$ cat src/rtl/aes_uart_host.sv
// Host-side initiator for the AES UART coprocessor: sends C/D/E/B frames, collects the response.
// Optional key cache (skips the "C" frame on a repeated key) enabled by AES_UART_HOST_KEY_CACHE_EN.
module aes_uart_host #(
  parameter int unsigned FRAME_BYTES     = 18,
  parameter int unsigned ENC_WAIT_CYCLES = 64,
  parameter int unsigned TIMEOUT_CYCLES  = 1_000_000
) (
  input  logic         clk,
  input  logic         reset,
  input  logic         start,
  input  logic [127:0] key,
  input  logic [127:0] text_in,
  output logic         busy,
  output logic         done,
  output logic         error,
  output logic [127:0] text_out,
  output logic [7:0]   tx_data,
  output logic         tx_valid,
  input  logic         tx_ready,
  input  logic [7:0]   rx_data,
  input  logic         rx_valid
);

  localparam int unsigned WaitW = (ENC_WAIT_CYCLES > 1) ? $clog2(ENC_WAIT_CYCLES) : 1;
  localparam int unsigned ToW   = (TIMEOUT_CYCLES > 1) ? $clog2(TIMEOUT_CYCLES) : 1;
  localparam logic [4:0]       LastIdx  = 5'(FRAME_BYTES - 1);
  localparam logic [WaitW-1:0] WaitLast = WaitW'(ENC_WAIT_CYCLES - 1);
  localparam logic [ToW-1:0]   ToLast   = ToW'(TIMEOUT_CYCLES - 1);

  typedef enum logic [2:0] {
    StIdle, StSendKey, StSendPt, StSendLd, StWaitEnc, StSendRd, StRecv, StDone
  } state_e;

  state_e           state_q, state_d;
  logic [4:0]       idx_q, idx_d;
  logic [WaitW-1:0] wait_q, wait_d;
  logic [ToW-1:0]   to_q, to_d;
  logic [127:0]     key_q, key_d;
  logic [127:0]     pt_q, pt_d;
  logic [127:0]     res_q, res_d;
  logic [127:0]     text_q, text_d;
  logic             err_q, err_d;

  logic [7:0]   cmd;
  logic [127:0] payload;
  logic [3:0]   byte_sel;
  logic         tx_fire;
  logic         skip_key;

  assign busy     = (state_q != StIdle) && (state_q != StDone);
  assign done     = (state_q == StDone);
  assign error    = done & err_q;
  assign text_out = text_q;
  assign tx_fire  = tx_valid & tx_ready;

  // Frame bytes are a pure function of state and index, so they stay stable until accepted.
  always_comb begin
    cmd      = 8'h00;
    payload  = '0;
    tx_valid = 1'b0;
    case (state_q)
      StSendKey: begin cmd = 8'h43; payload = key_q; tx_valid = 1'b1; end
      StSendPt:  begin cmd = 8'h44; payload = pt_q;  tx_valid = 1'b1; end
      StSendLd:  begin cmd = 8'h45; tx_valid = 1'b1; end
      StSendRd:  begin cmd = 8'h42; tx_valid = 1'b1; end
      default: ;
    endcase
    // Payload byte k (1..16) is payload byte number 16-k counting from the LSB end.
    byte_sel = 4'd0 - idx_q[3:0];
    if (!tx_valid) begin
      tx_data = 8'h00;
    end else if (idx_q == 5'd0 || idx_q == LastIdx) begin
      tx_data = cmd;
    end else begin
      tx_data = payload[{byte_sel, 3'b000} +: 8];
    end
  end

  always_comb begin
    state_d = state_q;
    idx_d   = idx_q;
    wait_d  = wait_q;
    to_d    = to_q;
    key_d   = key_q;
    pt_d    = pt_q;
    res_d   = res_q;
    text_d  = text_q;
    err_d   = err_q;
    case (state_q)
      StIdle: begin
        if (start) begin
          key_d   = key;
          pt_d    = text_in;
          idx_d   = 5'd0;
          state_d = skip_key ? StSendPt : StSendKey;
        end
      end
      StSendKey, StSendPt, StSendLd, StSendRd: begin
        if (tx_fire) begin
          if (idx_q == LastIdx) begin
            idx_d  = 5'd0;
            wait_d = '0;
            to_d   = '0;
            case (state_q)
              StSendKey: state_d = StSendPt;
              StSendPt:  state_d = StSendLd;
              StSendLd:  state_d = StWaitEnc;
              default: begin
                state_d = StRecv;
                // A response byte arriving on the entry edge counts as the first pad byte.
                if (rx_valid) idx_d = 5'd1;
              end
            endcase
          end else begin
            idx_d = idx_q + 5'd1;
          end
        end
      end
      StWaitEnc: begin
        if (wait_q == WaitLast) begin
          state_d = StSendRd;
        end else begin
          wait_d = wait_q + WaitW'(1);
        end
      end
      StRecv: begin
        if (rx_valid) begin
          to_d = '0;
          if (idx_q >= 5'd2) res_d = {res_q[119:0], rx_data};
          if (idx_q == LastIdx) begin
            text_d  = {res_q[119:0], rx_data};
            err_d   = 1'b0;
            idx_d   = 5'd0;
            state_d = StDone;
          end else begin
            idx_d = idx_q + 5'd1;
          end
        end else if (to_q == ToLast) begin
          err_d   = 1'b1;
          idx_d   = 5'd0;
          state_d = StDone;
        end else begin
          to_d = to_q + ToW'(1);
        end
      end
      StDone:  state_d = StIdle;
      default: state_d = StIdle;
    endcase
  end

  always_ff @(posedge clk) begin
    if (reset) begin
      state_q <= StIdle;
      idx_q   <= '0;
      wait_q  <= '0;
      to_q    <= '0;
      key_q   <= '0;
      pt_q    <= '0;
      res_q   <= '0;
      text_q  <= '0;
      err_q   <= 1'b0;
    end else begin
      state_q <= state_d;
      idx_q   <= idx_d;
      wait_q  <= wait_d;
      to_q    <= to_d;
      key_q   <= key_d;
      pt_q    <= pt_d;
      res_q   <= res_d;
      text_q  <= text_d;
      err_q   <= err_d;
    end
  end

`ifdef AES_UART_HOST_KEY_CACHE_EN
  logic [127:0] ckey_q, ckey_d;
  logic         cvld_q, cvld_d;

  assign skip_key = cvld_q && (key == ckey_q);

  // Cache is refreshed while sitting in StDone; a start there is ignored anyway.
  always_comb begin
    ckey_d = ckey_q;
    cvld_d = cvld_q;
    if (state_q == StDone) begin
      if (err_q) begin
        cvld_d = 1'b0;
      end else begin
        ckey_d = key_q;
        cvld_d = 1'b1;
      end
    end
  end

  always_ff @(posedge clk) begin
    if (reset) begin
      ckey_q <= '0;
      cvld_q <= 1'b0;
    end else begin
      ckey_q <= ckey_d;
      cvld_q <= cvld_d;
    end
  end
`else
  assign skip_key = 1'b0;
`endif

endmodule

$ cat config.mk
export PLATFORM = sky130hd
export DESIGN_NAME = aes_uart_host
export DESIGN_NICKNAME = d
export VERILOG_FILES = /design/src/rtl/aes_uart_host.sv
export SDC_FILE = /design/constraint.sdc
export NUM_CORES = 1
export LEC_CHECK = 0
export ABC_AREA = 1
export BUFFER_PORTS_ARGS = -buffer_cell sky130_fd_sc_hd__buf_2
export CELL_PAD_IN_SITES_DETAIL_PLACEMENT = 1
export CELL_PAD_IN_SITES_GLOBAL_PLACEMENT = 1
export CORE_MARGIN = 2
export CORE_UTILIZATION = 44
export CTS_BUF_LIST = sky130_fd_sc_hd__clkbuf_4 sky130_fd_sc_hd__clkbuf_8
export DETAILED_ROUTE_END_ITERATION = 7
export PLACE_DENSITY = 0.84
export SLEW_MARGIN = 30
export SYNTH_ARGS = -nofsm -noshare
export SYNTH_HDL_FRONTEND = slang
export SYNTH_SLANG_ARGS = --single-unit
$ cat constraint.sdc
create_clock -name clk -period 6.7 [get_ports clk]
set_clock_uncertainty 0.05 [all_clocks]
set_input_delay 0.67 -clock clk [delete_from_list [all_inputs] [get_ports clk]]
set_output_delay 0.67 -clock clk [all_outputs]
set_load 0.01 [all_outputs]
==> results.py <==
metrics = {
    "flow_run": {
        "timing.max_cap.violations": 0,
    },
    "synthesis": {
        "synth_fp_nets": 3374,
        "synth_ff_type": "dfxtp_1",
        "yosysWarningCount": 0,
        "post_synth_instance_area_mm2": 0.02230,
        "synth_sequential_area_ratio": 0.4839,
        "yosys_register_bits": 539,
        "synth_cell_types": 42,
        "avgSynthCellArea_um2": 7.196,
        "synthCells": 3099,
        "synth_async_sr_flop_share": 0,
        "synth-edff-count": 0,
    },
    "sta": {
        "final_max_slew_viol_count": 0,
        "maxClockFrequency_ghz": 0.2112,
        "setup_tns_ns": 0,
        "maxSlewHeadroom": 0.3992,
        "final.hold.worst_slack_ns": 0.1906,
        "hold_viol_final": 0,
        "setup-violations-final": 0,
        "grt_setup_unrepaired": "no",
        "worst_tran_pin_value_ns": 0.9012,
        "post-route-period-util": 0.7068,
        "post_route_minimum_period_ns": 4.735,
    },
    "place": {
        "dp_hpwl_um": 54400,
        "place.gp.congestion": 0.9133,
        "placement.io_buffers": 408,
    },
    "die": {
        "dieWidth_um": 229.1,
        "dieArea_mm2": 0.05250,
        "start_util": 0.4454,
        "core_area_mm2": 0.05007,
        "top_level_ports": 409,
        "die-height_um": 229.1,
        "floorplan.rows": 82,
    },
    "worst_setup_path": {
        "timing.critical_path.to_type": "primary output",
        "cp.arrival_ns": 4.02,
        "crit_type": "reg -> out",
        "cp.required_ns": 5.98,
        "critical_path.startpoint_type": "flop",
        "cp_max_fo": 62,
    },
    "global_route": {
        "wire_length_of_the_first_global_routing_pass_um": 125600,
        "grt.total_usage": 0.2996,
        "grt-ovfl-total": 0,
        "grt_start_max_net_pins": 223,
        "grt_antenna_before_repair": 9,
        "vias_in_the_first_global_route": 23090,
    },
    "routing": {
        "routedWlPerCell_um": 19.28,
        "postRouteAntennaNets": 0,
        "detail_route.first_pass.iterations": 7,
        "routed_wirelength_um": 79940,
        "drc": 0,
        "via_per_inst": 5.376,
        "detail_route.iter0.violations": 1643,
        "vias": 22290,
    },
    "finish": {
        "layout_common_cells": "nor2_1 (545), dfxtp_1 (538), o21ai_0 (520)",
        "ff_latch_area_mm2": 0.01079,
        "drive_above_1_share": 0.1815,
        "filler_cell_count": 6602,
        "synthesis_to_layout_area_growth_pct": 18.34,
        "multiInputGateArea_mm2": 0.009325,
        "num-nets-final": 3672,
        "layout.cells.most_common": "nor2_1",
    },
    "clocking": {
        "ctsHoldBuffers": 0,
        "clock_insertion_delay_worst_skew_ns": 0.70,
        "cts_post_setup_buffers_inserted": 0,
        "clock_sinks": 539,
        "post_cts.resized_instances": 0,
        "htree_levels": 3,
        "clk_pin_slew_worst_paths_ns": 0.06,
        "tritoncts": "done",
        "cts-root-to-sink-buffers": 3,
        "cts_root_buf": "clkbuf_8",
        "tritoncts.num_buffers": 93,
    },
    "pwr": {
        "pwr_density_cell_mw_per_mm2": 394.1,
        "ir_drop_uv": 259.4,
        "static-leakage-power_uw": 0.01092,
    },
    "min_path": {
        "hold_class": "in -> reg",
    },
    "outcome": {
        "outcome": "completed",
    },
}
## final timing paths
check,startpoint,end,slack (ns),cells past startpoint
setup / recovery,state_q[0],tx_data[6],1.96,12
hold / removal,rx_data[4],text_out[4],0.19,3
setup reg to reg,idx_q[0],text_out[115],3.01,9
hold reg to reg,pt_q[41],pt_q[41],0.39,2
## stage by stage
| stage | total power [µW] | util | instance area, µm² | worst slack (ns) | instances |
|---|---|---|---|---|---|
| floorplan | 6110 | - | 22300 | 3.898 | 3099 |
| global placement | 7063 | 0.4864 | 24350 | 2.795 | 3974 |
| detailed placement | 7176 | 0.4865 | 24360 | 2.679 | 3974 |
| CTS | 10400 | 0.5268 | 26370 | 1.916 | 4143 |
| global route | 10960 | 0.5270 | 26390 | 1.753 | 4145 |
| finish | 10400 | 0.5270 | 26390 | 1.965 | 4146 |
## synthesized netlist by cell type, drive strengths merged, types with 2 or more instances
library cell | instances | area (µm²)
nand3 | 293 | 1484
nor3 | 13 | 65.06
and3 | 2 | 12.51
xor2 | 5 | 51.30
ha | 6 | 75.07
a21oi | 280 | 1401
nor3b | 4 | 30.03
o21ai | 524 | 2623
nand4 | 13 | 87.58
a211oi | 4 | 30.03
buf | 81 | 496.7
xnor2 | 2 | 25.03
dfxtp | 539 | 10790
nand2 | 317 | 1222
clkbuf | 143 | 538.0
inv | 312 | 1179
nor2 | 553 | 2127
o21a | 2 | 16.27
## cells by family (layout without fill, tap and decap cells)
group	after synthesis	in the layout	synth area share
AOI/OAI and AO/OA	813	813	0.1835
xor gates and xnor gates	7	7	0.003423
adders and majority gates	6	6	0.003367
buffers and inverters	536	908	0.09926
DFF	539	539	0.4839
muxes	1	1	0.0004489
other	0	3	0
and+or+nand+nor	1197	1197	0.2261
## power by group
group          total (µW)  internal, µW  switching [µW]
clock network        3220          1800            1420
registers            3940          3650             286
logic                3240           926            2320
total               10400          6380            4020
## critical path, cell delays in order (launching register included)
cell and delay, ns:
dfxtp_1 0.64, nand2_4 0.15, nor2_8 0.66, buf_4 0.70
nand2_1 0.22, nand3_1 0.12, nand3_1 0.10, nand3_1 0.09
nand3_1 0.10, nand3_1 0.13, nand2_1 0.15, inv_1 0.10
buf_2 0.13
## area by class of cell
| class | count | area share |
|---|---|---|
| sequential | 539 | 0.4090 |
| timing repair buffer | 427 | 0.08388 |
| inverter | 312 | 0.04528 |
| multi-input combinational | 2024 | 0.3534 |
| antenna | 3 | 0.0002845 |
| clock inverter | 20 | 0.006449 |
| tap | 672 | 0.03186 |
| clock buffer | 149 | 0.06989 |
## state kept, by name (all words and copies together) (netlist names)
name	flops
pt_q	128
err_q	1
idx_q	5
state_q	3
to_q	20
res_q	120
key_q	128
wait_q	6
text_out	128
## layer usage
| layer | track usage | wire, µm | up-vias |
|---|---|---|---|
| met4 | 0.1134 | 2652 | 4 |
| met2 | 0.4988 | 37790 | 633 |
| met1 | 0.3732 | 34070 | 10850 |
| met3 | 0.07570 | 5385 | 154 |
| li1 | - | - | 10650 |
| met5 | 0 | 33 | - |
(Power assumes the default switching activity.)
